$ cat config.mk
export PLATFORM = sky130hd
export DESIGN_NAME = input_route_unit_flat
export DESIGN_NICKNAME = d
export VERILOG_FILES = /design/src/rtl/input_route_unit_if.sv /design/src/rtl/input_route_unit.sv /design/src/flat_wrapper.sv
export SDC_FILE = /design/constraint.sdc
export NUM_CORES = 1
export LEC_CHECK = 0
export CAP_MARGIN = 20
export CORE_MARGIN = 3
export CORE_UTILIZATION = 29
export CTS_CLUSTER_SIZE = 10
export DETAILED_ROUTE_END_ITERATION = 6
export DONT_BUFFER_PORTS = 1
export GPL_TIMING_DRIVEN = 0
export SYNTH_ARGS = -nofsm -noshare
export SYNTH_HDL_FRONTEND = slang
export SYNTH_SLANG_ARGS = --single-unit
$ cat constraint.sdc
create_clock -name clk -period 1.55 [get_ports clk]
set_input_delay 0.2325 -clock clk [delete_from_list [all_inputs] [get_ports clk]]
set_output_delay 0.2325 -clock clk [all_outputs]
set_load 0.05 [all_outputs]
$ cat src/rtl/input_route_unit_if.sv
// Input-port handshake bundle: flit side (VC buffer -> unit) and route side (unit -> switch allocator).
// Latency: none, wires only.
// Backpressure: flit_ready_o / route_ready_i carry the valid-ready handshakes.
// Ports: flit_* (valid/ready, type, vc, x/y destination), route_* (valid/ready, vc, one-hot port),
//        vc_busy_o (per-VC packet open), err_o (sticky per-VC protocol error).
// Modports: slave = the route unit, master = the upstream/downstream driver (testbench).
interface input_route_unit_if #(
    parameter int N_VC = 2,
    parameter int X_W  = 2,
    parameter int Y_W  = 2
);
    localparam int VC_W = (N_VC > 1) ? $clog2(N_VC) : 1;

    logic              flit_valid_i;
    logic              flit_ready_o;
    logic [1:0]        flit_type_i;
    logic [VC_W-1:0]   flit_vc_i;
    logic [X_W-1:0]    flit_x_dest_i;
    logic [Y_W-1:0]    flit_y_dest_i;
    logic              route_valid_o;
    logic              route_ready_i;
    logic [VC_W-1:0]   route_vc_o;
    logic [4:0]        route_port_o;
    logic [N_VC-1:0]   vc_busy_o;
    logic [N_VC-1:0]   err_o;

    modport slave (
        input  flit_valid_i, flit_type_i, flit_vc_i, flit_x_dest_i, flit_y_dest_i, route_ready_i,
        output flit_ready_o, route_valid_o, route_vc_o, route_port_o, vc_busy_o, err_o
    );

    modport master (
        output flit_valid_i, flit_type_i, flit_vc_i, flit_x_dest_i, flit_y_dest_i, route_ready_i,
        input  flit_ready_o, route_valid_o, route_vc_o, route_port_o, vc_busy_o, err_o
    );
endinterface

$ cat src/rtl/input_route_unit.sv
// Per-VC route computation for one router input port (XY / YX, routing table for body/tail flits).
// Latency: 1 cycle, flit accepted in cycle N shows up on route_valid_o in cycle N+1.
// Backpressure: flit_ready_o = !route_valid_o || route_ready_i; output register holds while stalled.
// Ports: clk, arst (synchronous, active-high), bus (input_route_unit_if.slave).
// Optional: RAVENOC_ROUTE_CHECK_EN compiles in per-VC protocol checking (drop + sticky err_o).
module input_route_unit #(
    parameter int ROUTER_X_ID  = 0,
    parameter int ROUTER_Y_ID  = 0,
    parameter int N_VC         = 2,
    parameter int X_W          = 2,
    parameter int Y_W          = 2,
    parameter int ROUTING_MODE = 0
) (
    input  logic clk,
    input  logic arst,
    input_route_unit_if.slave bus
);
    localparam int VC_W = (N_VC > 1) ? $clog2(N_VC) : 1;
    localparam int C_W  = (X_W > Y_W) ? X_W : Y_W;

    localparam logic [C_W-1:0] OWN_X = C_W'(ROUTER_X_ID);
    localparam logic [C_W-1:0] OWN_Y = C_W'(ROUTER_Y_ID);

    // Port codes held in the routing table
    localparam logic [2:0] P_N = 3'd0;
    localparam logic [2:0] P_S = 3'd1;
    localparam logic [2:0] P_W = 3'd2;
    localparam logic [2:0] P_E = 3'd3;
    localparam logic [2:0] P_L = 3'd4;

    localparam logic [1:0] T_HEAD = 2'b00;
    localparam logic [1:0] T_BODY = 2'b01;
    localparam logic [1:0] T_TAIL = 2'b10;
    localparam logic [1:0] T_HT   = 2'b11;

    typedef enum logic {ST_IDLE = 1'b0, ST_ACTIVE = 1'b1} vc_state_t;

    vc_state_t        r_state     [N_VC];
    vc_state_t        w_state_nxt [N_VC];
    logic [2:0]       r_table     [N_VC];
    logic             r_route_valid;
    logic [4:0]       r_route_port;
    logic [VC_W-1:0]  r_route_vc;

    logic             w_accept;
    logic             w_head;
    logic             w_drop;
    logic [VC_W-1:0]  w_vc;
    logic [C_W-1:0]   w_x;
    logic [C_W-1:0]   w_y;
    logic [2:0]       w_route_code;
    logic [2:0]       w_code;

    assign w_vc     = bus.flit_vc_i;
    assign w_x      = C_W'(bus.flit_x_dest_i);
    assign w_y      = C_W'(bus.flit_y_dest_i);
    assign w_head   = (bus.flit_type_i == T_HEAD) || (bus.flit_type_i == T_HT);
    assign bus.flit_ready_o = !r_route_valid || bus.route_ready_i;
    assign w_accept = bus.flit_valid_i && bus.flit_ready_o;

    always_comb begin
        w_route_code = P_N;
        if (w_x == OWN_X && w_y == OWN_Y) begin
            w_route_code = P_L;
        end else if (ROUTING_MODE == 0) begin
            if (w_x != OWN_X) w_route_code = (w_x > OWN_X) ? P_S : P_N;
            else              w_route_code = (w_y < OWN_Y) ? P_W : P_E;
        end else begin
            if (w_y != OWN_Y) w_route_code = (w_y > OWN_Y) ? P_E : P_W;
            else              w_route_code = (w_x < OWN_X) ? P_N : P_S;
        end
    end

    // Heads bypass the table so a back-to-back TAIL/HEAD on one VC never sees a stale entry
    assign w_code = w_head ? w_route_code : r_table[w_vc];

`ifdef RAVENOC_ROUTE_CHECK_EN
    logic             w_cur_active;
    logic [N_VC-1:0]  r_err;

    assign w_cur_active = (r_state[w_vc] == ST_ACTIVE);
    // Body/tail with no open packet has no valid route; swallow it
    assign w_drop       = w_accept && !w_head && !w_cur_active;
    assign bus.err_o    = r_err;

    always_ff @(posedge clk) begin
        if (arst) begin
            r_err <= '0;
        end else if (w_accept && (w_head ? w_cur_active : !w_cur_active)) begin
            r_err[w_vc] <= 1'b1;
        end
    end
`else
    assign w_drop    = 1'b0;
    assign bus.err_o = '0;
`endif

    // Per-VC packet state: only the addressed VC can move, and only on acceptance
    always_comb begin
        for (int v = 0; v < N_VC; v++) w_state_nxt[v] = r_state[v];
        if (w_accept && !w_drop) begin
            case (bus.flit_type_i)
                T_HEAD:  w_state_nxt[w_vc] = ST_ACTIVE;
                T_HT:    w_state_nxt[w_vc] = ST_IDLE;
                T_TAIL:  w_state_nxt[w_vc] = ST_IDLE;
                T_BODY:  w_state_nxt[w_vc] = r_state[w_vc];
                default: w_state_nxt[w_vc] = r_state[w_vc];
            endcase
        end
    end

    always_ff @(posedge clk) begin
        if (arst) begin
            for (int v = 0; v < N_VC; v++) begin
                r_state[v] <= ST_IDLE;
                r_table[v] <= P_N;
            end
        end else begin
            for (int v = 0; v < N_VC; v++) r_state[v] <= w_state_nxt[v];
            if (w_accept && w_head) r_table[w_vc] <= w_route_code;
        end
    end

    // Output stage: a new flit overwrites in the same cycle the old one is granted
    always_ff @(posedge clk) begin
        if (arst) begin
            r_route_valid <= 1'b0;
            r_route_port  <= '0;
            r_route_vc    <= '0;
        end else if (w_accept && !w_drop) begin
            r_route_valid <= 1'b1;
            r_route_port  <= 5'b00001 << w_code;
            r_route_vc    <= w_vc;
        end else if (bus.route_ready_i) begin
            r_route_valid <= 1'b0;
        end
    end

    assign bus.route_valid_o = r_route_valid;
    assign bus.route_port_o  = r_route_port;
    assign bus.route_vc_o    = r_route_vc;

    for (genvar g = 0; g < N_VC; g++) begin : g_busy
        assign bus.vc_busy_o[g] = (r_state[g] == ST_ACTIVE);
    end
endmodule
$ cat src/flat_wrapper.sv
// flat-port wrapper written by rule: the top's interface ports become plain ports
module input_route_unit_flat 
#(
    parameter int ROUTER_X_ID  = 0,
    parameter int ROUTER_Y_ID  = 0,
    parameter int N_VC         = 2,
    parameter int X_W          = 2,
    parameter int Y_W          = 2,
    parameter int ROUTING_MODE = 0
)
  (clk, arst, bus_flit_valid_i, bus_flit_type_i, bus_flit_vc_i, bus_flit_x_dest_i, bus_flit_y_dest_i, bus_route_ready_i, bus_flit_ready_o, bus_route_valid_o, bus_route_vc_o, bus_route_port_o, bus_vc_busy_o, bus_err_o);
  input_route_unit_if #(.N_VC(N_VC), .X_W(X_W), .Y_W(Y_W)) bus_i ();
  input  logic clk;
  input  logic arst;
  input wire logic [$bits(bus_i.flit_valid_i)-1:0] bus_flit_valid_i;
  input wire logic [$bits(bus_i.flit_type_i)-1:0] bus_flit_type_i;
  input wire logic [$bits(bus_i.flit_vc_i)-1:0] bus_flit_vc_i;
  input wire logic [$bits(bus_i.flit_x_dest_i)-1:0] bus_flit_x_dest_i;
  input wire logic [$bits(bus_i.flit_y_dest_i)-1:0] bus_flit_y_dest_i;
  input wire logic [$bits(bus_i.route_ready_i)-1:0] bus_route_ready_i;
  output wire logic [$bits(bus_i.flit_ready_o)-1:0] bus_flit_ready_o;
  output wire logic [$bits(bus_i.route_valid_o)-1:0] bus_route_valid_o;
  output wire logic [$bits(bus_i.route_vc_o)-1:0] bus_route_vc_o;
  output wire logic [$bits(bus_i.route_port_o)-1:0] bus_route_port_o;
  output wire logic [$bits(bus_i.vc_busy_o)-1:0] bus_vc_busy_o;
  output wire logic [$bits(bus_i.err_o)-1:0] bus_err_o;
  assign bus_i.flit_valid_i = bus_flit_valid_i;
  assign bus_i.flit_type_i = bus_flit_type_i;
  assign bus_i.flit_vc_i = bus_flit_vc_i;
  assign bus_i.flit_x_dest_i = bus_flit_x_dest_i;
  assign bus_i.flit_y_dest_i = bus_flit_y_dest_i;
  assign bus_i.route_ready_i = bus_route_ready_i;
  assign bus_flit_ready_o = bus_i.flit_ready_o;
  assign bus_route_valid_o = bus_i.route_valid_o;
  assign bus_route_vc_o = bus_i.route_vc_o;
  assign bus_route_port_o = bus_i.route_port_o;
  assign bus_vc_busy_o = bus_i.vc_busy_o;
  assign bus_err_o = bus_i.err_o;
  input_route_unit #(.ROUTER_X_ID(ROUTER_X_ID), .ROUTER_Y_ID(ROUTER_Y_ID), .N_VC(N_VC), .X_W(X_W), .Y_W(Y_W), .ROUTING_MODE(ROUTING_MODE)) u_core (.clk(clk), .arst(arst), .bus(bus_i));
endmodule
==> flow_metrics.env <==
export IMPL_overflow=0
export IMPL_slowest_stage_delay_on_critical_path_ns=0.46
export IMPL_setup_repair_after_global_routing_missed_its_margin="false"
export IMPL_worst_slew_pin_transition_ns=0.531
export IMPL_place_congestion=0.798
export IMPL_flip_flop_and_latch_count_after_synthesis=15
export IMPL_die_width_um=60.4
export IMPL_clk_latency_ns=0.28
export IMPL_antenna_cells=0
export IMPL_cts_made_buffers=3
export IMPL_critPathCaptureType="register"
export IMPL_critPathSlowestCell="sky130_fd_sc_hd__dfxtp_4"
export IMPL_post_route_period_util_pct=94.3
export IMPL_ys_async_sr_fraction_pct=0
export IMPL_holdCritPathClass="input pin to register"
export IMPL_dr_wl_met2_um=801
export IMPL_critical_path_buf_inv_count=2
export IMPL_path_cells="nand2b_4 > and2_4 > buf_6 > nand3b_1 > buf_4 > nor2_1"
export IMPL_synth_top_area_share_pct=21.0
export IMPL_drt_wirelength_per_cell_um=12.8
export IMPL_rows=19
export IMPL_dieArea_um2=3650
export IMPL_number_of_detailed_route_iterations_in_the_first_pass=4
export IMPL_clock_skew_final_ns=0.00545
export IMPL_drt_initial_drc_count=9
export IMPL_netlist_top_cells_area="sky130_fd_sc_hd__dfxtp_1 (21%), sky130_fd_sc_hd__edfxtp_1 (21%), sky130_fd_sc_hd__nor2_1 (6.6%)"
export IMPL_fillCellCount=281
export IMPL_num_vias=641
export IMPL_start_util_pct=30.9
export IMPL_power_switching_share_pct=30.3
export IMPL_layout_drive_gt1_share_pct=21.1
export IMPL_grt_start_max_net_pins=11
export IMPL_netlist_instances=89
export IMPL_fin_tns_setup_ns=0
export IMPL_synthToLayoutAreaGrowth_pct=10.0
export IMPL_drt_drc_violations_left=0
export IMPL_timing_fmax_mhz=684
export IMPL_grt_first_pass_wirelength_um=2620
export IMPL_grt_pass1_vias=657
export IMPL_synthDominantAreaCellType="sky130_fd_sc_hd__dfxtp_1"
export IMPL_peakVddDrop_v=0.000543
export IMPL_power_net_switching_mw=0.250
export IMPL_pwr_share_clk_pct=26.5
export IMPL_critical_path_required_ns=1.59
export IMPL_number_of_antenna_violations_at_the_first_check_in_global_routing=0
export IMPL_timing_final_hold_violations=0
export IMPL_synth_seq_area_share_pct=41.9
export IMPL_synth_edf_count=6
export IMPL_io_pins=23
export IMPL_total_power_mw=0.826
export IMPL_final_net_count=111
export IMPL_clkSinkCount=15
export IMPL_standard_cell_core_area_um2=2780
export IMPL_route_detailed_vias_per_inst=5.09
export IMPL_htree_num_levels=1
export IMPL_power_leakage_nw=0.374
export IMPL_cp_class="register to register"
export IMPL_cts_root_buffer="sky130_fd_sc_hd__clkbuf_4"
export IMPL_grt_use_total_pct=9.49
export IMPL_io_buffer_count=0
export IMPL_dp_slack_ns=-0.0169
export IMPL_final_setup_worst_slack_ns=0.0883
export IMPL_cap_viol_max_count=0
export IMPL_leading_cell_types_in_the_layout_fill_and_taps_excluded="sky130_fd_sc_hd__nor2_1 (15), sky130_fd_sc_hd__dfxtp_1 (8), sky130_fd_sc_hd__nand2_1 (7)"
export IMPL_met3WireLength_um=166
export IMPL_family_of_cells_with_the_greatest_summed_delay_on_the_critical_path="simple AND/OR/NAND/NOR gates"
export IMPL_power_share_combinational_pct=16.4
export IMPL_synthFlopType="sky130_fd_sc_hd__dfxtp_1"
export IMPL_final_common_cell="sky130_fd_sc_hd__nor2_1"
export IMPL_synth_warn=0
export IMPL_final_period_minus_worst_setup_slack_ns=1.46
export IMPL_p_int_mw=0.576
export IMPL_route_top_layer_used="met3"
export IMPL_max_clock_path_buffers=2
export IMPL_run_status="completed"
export IMPL_die_height_um=60.4
export IMPL_tritoncts="yes"
export IMPL_detailedPlacementHpwl_um=1280
export IMPL_route_layer_met1_wl_um=643
export IMPL_critical_path_arrival_ns=1.50
export IMPL_timing_max_slew_rel_slack_pct=64.6
export IMPL_seq_power_share_pct=57.1
export IMPL_drt_antenna_violating_nets=0
export IMPL_synth_cell_area_um2=860
export IMPL_cts_hold_repair_buffers=0
export IMPL_clk_pin_slew_ns=0.09
export IMPL_postSynthAreaPerCell_um2=9.66
export IMPL_route_final_wire_length_um=1610
export IMPL_setup_viol_count_final=0
export IMPL_cellPowerDensity_nw_per_um2=873
export IMPL_number_of_pins_exceeding_their_max_slew_limit_in_the_final_report=0
export IMPL_path_max_fanout=10
export IMPL_synth_cell_types=35
export IMPL_worst_setup_path_start_kind="register"
==> repair_timing <==
item / 4_1_cts / 5_1_grt
endpoints found under the setup margin: 6 / 6
resized for setup: 1 / 1
buffers inserted: 0 / 1
==> stage by stage <==
stage	hold WS (ns)	util, %	cells	area (um^2)
2_1_floorplan	0.354	-	90	865
3_5_place_dp	0.363	32.5	121	903
6_report	0.0671	34.0	126	946
5_1_grt	0.0614	34.0	126	946
3_3_place_gp	0.358	32.5	121	903
4_1_cts	0.0578	33.6	125	933
==> worst paths after layout <==
path	from	end	slack [ns]	cells after the start
max reg2reg	u_core.bus.route_valid_o$_SDFFE_PP0P_	u_core.r_table[0][1]$_SDFFCE_PN0P_	0.09	6
min reg2reg	u_core.r_state[0]$_SDFFE_PP0P_	u_core.r_state[0]$_SDFFE_PP0P_	0.48	2
max	u_core.bus.route_valid_o$_SDFFE_PP0P_	u_core.r_table[0][1]$_SDFFCE_PN0P_	0.09	6
min	bus_flit_valid_i	u_core.bus.route_valid_o$_SDFFE_PP0P_	0.07	2
==> power groups by stage <==
| stage | clock network [mW] | registers [mW] | logic, mW |
|---|---|---|---|
| floorplan | 0 | 0.479 | 0.116 |
| global placement | 0 | 0.482 | 0.131 |
| detailed placement | 0 | 0.482 | 0.134 |
| CTS | 0.230 | 0.472 | 0.135 |
| global route | 0.246 | 0.475 | 0.150 |
| finish | 0.219 | 0.472 | 0.136 |
==> state kept, by name, indices dropped and copies added (netlist names) <==
signal	count
u_core.bus.route_port_o	5
u_core.bus.route_valid_o	1
u_core.r_state	2
u_core.r_table	6
u_core.bus.route_vc_o	1
==> synthesized netlist by cell type, drive strengths merged, types with 2 or more instances <==
library cell,n
ha,4
buf,7
inv,4
nor4,2
a21oi,5
nand3b,4
nand4b,2
o41ai,2
nand2b,5
mux2i,2
dfxtp,9
nand2,7
edfxtp,6
nor2,15
==> area by class of cell <==
class / instances / area, um^2 / area share (%)
Multi-Input combinational cell: 63 / 438 / 46.3
Sequential cell: 15 / 364 / 38.5
Buffer: 8 / 55.1 / 5.82
Tap cell: 31 / 38.8 / 4.10
Clock buffer: 3 / 22.5 / 2.38
Inverter: 4 / 15.0 / 1.59
Timing Repair Buffer: 1 / 7.51 / 0.794
Clock inverter: 1 / 5.00 / 0.529
==> logic make-up after synthesis <==
group | Yosys count | synth area share, %
multiplexers | 2 | 2.33
adder cells (fa/ha/maj) | 4 | 5.82
buffers and inverters | 12 | 8.15
AND/OR/NAND/NOR | 41 | 28.1
other | 1 | 0.436
flip-flops | 15 | 41.9
AO/OA/AOI/OAI | 14 | 13.2
==> layer usage <==
metal | global-route usage [%] | up-vias
met3 | 5.74 | 0
met4 | 0.929 | 0
li1 | - | 321
met1 | 9.53 | 303
met5 | 0 | -
met2 | 17.4 | 17
(Power assumes the default switching activity.)
